<file path="src/rtl/bar_stream_fifo_if.sv">
// bar valid/ready stream bundle: data, valid, ready.
// master drives data/valid and samples ready; slave does the reverse.
interface bar_stream_fifo_if #(
    parameter int WIDTH = 32
);
    logic [WIDTH-1:0] data;
    logic             valid;
    logic             ready;

    modport master (
        output data,
        output valid,
        input  ready
    );

    modport slave (
        input  data,
        input  valid,
        output ready
    );
endinterface

</file>
<file path="src/rtl/bar_stream_fifo.sv">
// First-word-fall-through FIFO decoupling a bar stream producer and consumer.
// Ports: clk, rst (sync, active-high), in_bus (slave), out_bus (master),
// count (occupancy 0..DEPTH), xfer_count (beats delivered since reset).
module bar_stream_fifo #(
    parameter  int WIDTH = 32,
    parameter  int DEPTH = 4,
    parameter  int CW    = 16,
    localparam int AW    = $clog2(DEPTH),
    localparam int NW    = AW + 1
) (
    input  logic                clk,
    input  logic                rst,
    bar_stream_fifo_if.slave    in_bus,
    bar_stream_fifo_if.master   out_bus,
    output logic [NW-1:0]       count,
    output logic [CW-1:0]       xfer_count
);
    localparam logic [NW-1:0] FULL = NW'(DEPTH);

    logic [WIDTH-1:0] r_mem [DEPTH];
    logic [AW-1:0]    r_wr_ptr;
    logic [AW-1:0]    r_rd_ptr;
    logic [NW-1:0]    r_count;
    logic [CW-1:0]    r_xfer;

    logic w_in_ready;
    logic w_out_valid;
    logic w_push;
    logic w_pop;

    // Ready ignores out_ready on purpose: a full FIFO never accepts,
    // even when a pop happens on the same edge.
    assign w_in_ready  = !rst && (r_count != FULL);
    assign w_out_valid = (r_count != '0);
    assign w_push      = in_bus.valid && w_in_ready;
    // rst gates the pop so a handshake during reset is ignored.
    assign w_pop       = !rst && w_out_valid && out_bus.ready;

    assign in_bus.ready  = w_in_ready;
    assign out_bus.valid = w_out_valid;
    assign out_bus.data  = r_mem[r_rd_ptr];
    assign count         = r_count;
    assign xfer_count    = r_xfer;

    // Storage is not reset; w_push is already low during reset.
    always_ff @(posedge clk) begin
        if (w_push) begin
            r_mem[r_wr_ptr] <= in_bus.data;
        end
    end

    // DEPTH is a power of two, so pointer overflow is the wrap.
    always_ff @(posedge clk) begin
        if (rst) begin
            r_wr_ptr <= '0;
            r_rd_ptr <= '0;
            r_count  <= '0;
            r_xfer   <= '0;
        end else begin
            if (w_push) begin
                r_wr_ptr <= r_wr_ptr + 1'b1;
            end
            if (w_pop) begin
                r_rd_ptr <= r_rd_ptr + 1'b1;
                r_xfer   <= r_xfer + 1'b1;
            end
            if (w_push && !w_pop) begin
                r_count <= r_count + 1'b1;
            end else if (w_pop && !w_push) begin
                r_count <= r_count - 1'b1;
            end
        end
    end
endmodule
</file>
<file path="src/flat_wrapper.sv">
// flat-port wrapper written by rule: the top's interface ports become plain ports
module bar_stream_fifo_flat 
#(
    parameter  int WIDTH = 32,
    parameter  int DEPTH = 4,
    parameter  int CW    = 16,
    localparam int AW    = $clog2(DEPTH),
    localparam int NW    = AW + 1
)
  (clk, rst, count, xfer_count, in_bus_data, in_bus_valid, in_bus_ready, out_bus_data, out_bus_valid, out_bus_ready);
  bar_stream_fifo_if #(.WIDTH(WIDTH)) in_bus_i ();
  bar_stream_fifo_if #(.WIDTH(WIDTH)) out_bus_i ();
  input  logic clk;
  input  logic rst;
  output logic [NW-1:0] count;
  output logic [CW-1:0] xfer_count;
  input wire logic [$bits(in_bus_i.data)-1:0] in_bus_data;
  input wire logic [$bits(in_bus_i.valid)-1:0] in_bus_valid;
  output wire logic [$bits(in_bus_i.ready)-1:0] in_bus_ready;
  output wire logic [$bits(out_bus_i.data)-1:0] out_bus_data;
  output wire logic [$bits(out_bus_i.valid)-1:0] out_bus_valid;
  input wire logic [$bits(out_bus_i.ready)-1:0] out_bus_ready;
  assign in_bus_i.data = in_bus_data;
  assign in_bus_i.valid = in_bus_valid;
  assign in_bus_ready = in_bus_i.ready;
  assign out_bus_data = out_bus_i.data;
  assign out_bus_valid = out_bus_i.valid;
  assign out_bus_i.ready = out_bus_ready;
  bar_stream_fifo #(.WIDTH(WIDTH), .DEPTH(DEPTH), .CW(CW)) u_core (.clk(clk), .rst(rst), .in_bus(in_bus_i), .out_bus(out_bus_i), .count(count), .xfer_count(xfer_count));
endmodule
</file>
<file path="config.mk">
export PLATFORM = sky130hd
export DESIGN_NAME = bar_stream_fifo_flat
export DESIGN_NICKNAME = d
export VERILOG_FILES = /design/src/rtl/bar_stream_fifo_if.sv /design/src/rtl/bar_stream_fifo.sv /design/src/flat_wrapper.sv
export SDC_FILE = /design/constraint.sdc
export NUM_CORES = 1
export LEC_CHECK = 0
export ABC_AREA = 0
export BUFFER_PORTS_ARGS = -buffer_cell sky130_fd_sc_hd__buf_2
export CAP_MARGIN = 20
export CORE_MARGIN = 2
export CORE_UTILIZATION = 35
export CTS_CLUSTER_SIZE = 40
export DETAILED_ROUTE_END_ITERATION = 10
export GPL_TIMING_DRIVEN = 1
export PLACE_DENSITY_LB_ADDON = 0.05
export SLEW_MARGIN = 5
export SYNTH_ARGS = -nofsm -noshare
export SYNTH_HDL_FRONTEND = slang
export SYNTH_SLANG_ARGS = --single-unit
</file>
<file path="constraint.sdc">
create_clock -name clk -period 5.9 [get_ports clk]
set_input_delay 0.295 -clock clk [delete_from_list [all_inputs] [get_ports clk]]
set_output_delay 0.295 -clock clk [all_outputs]
set_load 0.01 [all_outputs]
</file>
==> metrics <==
RSZ-0062 raised after global routing=no; Via density=between 4 and 5; Peak supply drop=slightly above 0.2 mV; Top delay family on crit path=simple AND/OR/NAND/NOR gates; die height=133 µm; P&R area growth vs syn=20.1%; Initial Util=0.355; biggest area consumer among synthesized cells=edfxtp_1; Max Fanout on Critical Path=10; total power=~0.0026 W; Critical Path End Type=flip-flop; Max-slew headroom=0.391; CTS resizes=0; Post-CTS Setup Inserts=0; Tot GR Track Use=0.129; Yosys reg bits=153; Worst-Margin Slew=0.913 ns; Num CTS Buffers=17; Critical Path, Cell by Cell=or3_1 -> and2_1 -> inv_1 -> ha_1 -> inv_1 -> fa_1 -> xor2_1 -> or3_1 -> a21oi_1; synthesized area per cell=19.4 µm²; Site Rows=47; crit path max-delay cell type=or3_1; htree depth=4; DRT iter0 DRCs=153; number of flops mapped to enable cells by yosys=128; Detail Route Antenna Nets=0; Final TNS setup=0 ns; ys flop type=edfxtp_1; via count=~2900; YS warnings=0; num ports=89; outcome=complete, no violations; WS Path Type=reg2reg; Worst Hold Class=in2reg; CP required=6.24 ns; CTS tree=done; pre-CTS setup slack=around 3.4 ns; largest cells by area after synthesis=edfxtp_1 (66%), mux4_2 (12%), dfxtp_1 (8.6%), xor2_1 (1.4%), ha_1 (1.3%); vias in the first global route=3114; layout net count=~440; Yosys top cell area share=0.660; Worst Setup Start Kind=flip-flop; worst hold slack=0.104 ns; Max Slew Vio Count=0; min cycle time layout=2.53 ns; total wire length=10.6 mm; Post-synth ARST share=0; Residual DRC=0; syn_nets=~340; Inst Count DP=between 500 and 600; critical path data arrival time=2.87 ns; largest family of logic cells by synthesized area=multiplexers; Netlist Area Pre-Place=5820 µm²; fillers=about 1500; worst path bufs/invs=2; synth unique cells=33; global placement routability congestion=0.720; post-synthesis mux area share=0.126; chip width=approximately 130 µm; Compound-Gate Fraction of Synth Area=0.0228; port buffer count=88; Final WS setup=3.37 ns; worst skew pair latency=roughly 0.40 ns; MaxCap Viol Count=0; final hold violation count=0; Root Driver=clkbuf_16; Synth Area in XOR/XNOR=0.0181; core area=between 15000 and 20000 µm²; first-pass GRT wire length=16.8 mm; Die ar.=17700 µm²; Seq/Total Area, Yosys=0.746; PwrDens=369 nW/µm²; final setup vio count=0; clk sinks=153; post-DP HPWL=6.23 mm; crit share post-route=0.429; initial antenna violation count=3; wire per inst=16.9 µm; share of layout cells above drive strength 1=0.389; TritonRoute pass-1 iters=4; largest net degree at the start of global routing=33; cell count after synthesis=300; Finished Layout Cells=between 600 and 700; static leakage=2.40 nW; highest clock rate=395 MHz; synthesized-area fraction occupied by adder cells=0.0163; CTS Buffer Depth=2; CTS clock-pin slew for the worst setup and hold paths=0.05 ns; Post-Synth Simple-Gate Area=0.0529; Slowest Stage Delay on Critical Path=0.54 ns; Worst Skew=0.00594 ns; Hold-fix buffers, CTS=0; total gr overflow=0
synth_stat cells (all sizes together), types with 2 or more instances:
cell	count
nand2	5
or3	5
dfxtp	25
and3	2
mux4	32
o31ai	6
inv	7
or4	5
clkbuf	6
o21ai	5
and2	5
buf	8
ha	6
nand4	4
a21oi	10
edfxtp	128
xnor2	3
nor2	14
nand3	7
xor2	9
where the power goes:
group          internal, W  switching, W  leakage (nW)
sequential         0.00124     0.0000294          1.37
combinational     0.000167      0.000194         0.784
clock             0.000566      0.000388         0.254
total              0.00197      0.000611          2.40
routing by layer:
metal | track usage | share of wire
met3 | 0.0494 | 0.045
met2 | 0.217 | 0.51
met4 | 0.0466 | 0.0075
met1 | 0.151 | 0.44
met5 | 0 | 0.0031
kinds of logic (layout without fill, tap and decap cells):
group / count (synthesis) / in the layout
AND/OR/NAND/NOR: 52 / 52
XOR/XNOR: 12 / 12
buffers and inverters: 21 / 127
adder cells (fa/ha/maj): 7 / 7
AO/OA/AOI/OAI: 22 / 22
flip-flops: 153 / 153
multiplexers: 33 / 33
other: 0 / 1
worst register-to-register path, cell delays in order, from the launching register on:
cell and delay, ns:
dfxtp_1 0.35, or3_1 0.54, and2_1 0.26, inv_1 0.07, ha_1 0.18, inv_1 0.06, fa_1 0.38, xor2_1 0.16
or3_1 0.31, a21oi_1 0.13
placed cells by master, fill, tap and decap left out, drive strengths merged, types with 2 or more instances in the layout:
master / Yosys / final
nor2: 14 / 14
ha: 6 / 6
dfxtp: 25 / 25
inv: 7 / 7
nand2: 5 / 5
buf: 8 / 89
xor2: 9 / 9
o31ai: 6 / 6
edfxtp: 128 / 128
and3: 2 / 2
nand3: 7 / 7
clkinv: 0 / 10
clkbuf: 6 / 19
a21oi: 10 / 10
nand4: 4 / 4
or3: 5 / 5
o21ai: 5 / 5
xnor2: 3 / 3
mux4: 32 / 32
and2: 5 / 5
or4: 5 / 5
cell type report:
cell class	count	area (µm²)	share of cell area
repair buffers	89	448	0.0641
clock inverters	12	85.1	0.0122
diodes	1	2.50	0.000358
clock buffers	19	433	0.0619
inverters	7	26.3	0.00376
multi-input cells	126	1380	0.197
flip-flops and latches	153	4350	0.622
well taps	220	275	0.0394
worst paths after layout:
| kind | endpoint | startpoint | slack (ns) | depth (start not counted) |
|---|---|---|---|---|
| setup / recovery | u_core.count[2] | u_core.count[2] | 3.37 | 9 |
| hold / removal | u_core.r_mem[3][29] | in_bus_data[29] | 0.10 | 1 |
| setup reg to reg | u_core.count[2] | u_core.count[2] | 3.37 | 9 |
| hold reg to reg | u_core.xfer_count[15] | u_core.xfer_count[15] | 0.49 | 2 |
sequential cells by signal, summed over array words and instances (netlist names), named ones only:
name and flops:
u_core.count 3, u_core.r_mem 128, u_core.r_rd_ptr 2, u_core.r_wr_ptr 2, u_core.xfer_count 16
stage by stage:
step | instance area (µm²) | util
after floorplan | 5820 | -
after global placement | 6470 | 0.394
after detailed placement | 6470 | 0.394
after CTS | 6990 | 0.426
after global routing | 6990 | 0.426
final | 6990 | 0.426
No activity file was read; power rests on OpenSTA's default activity.
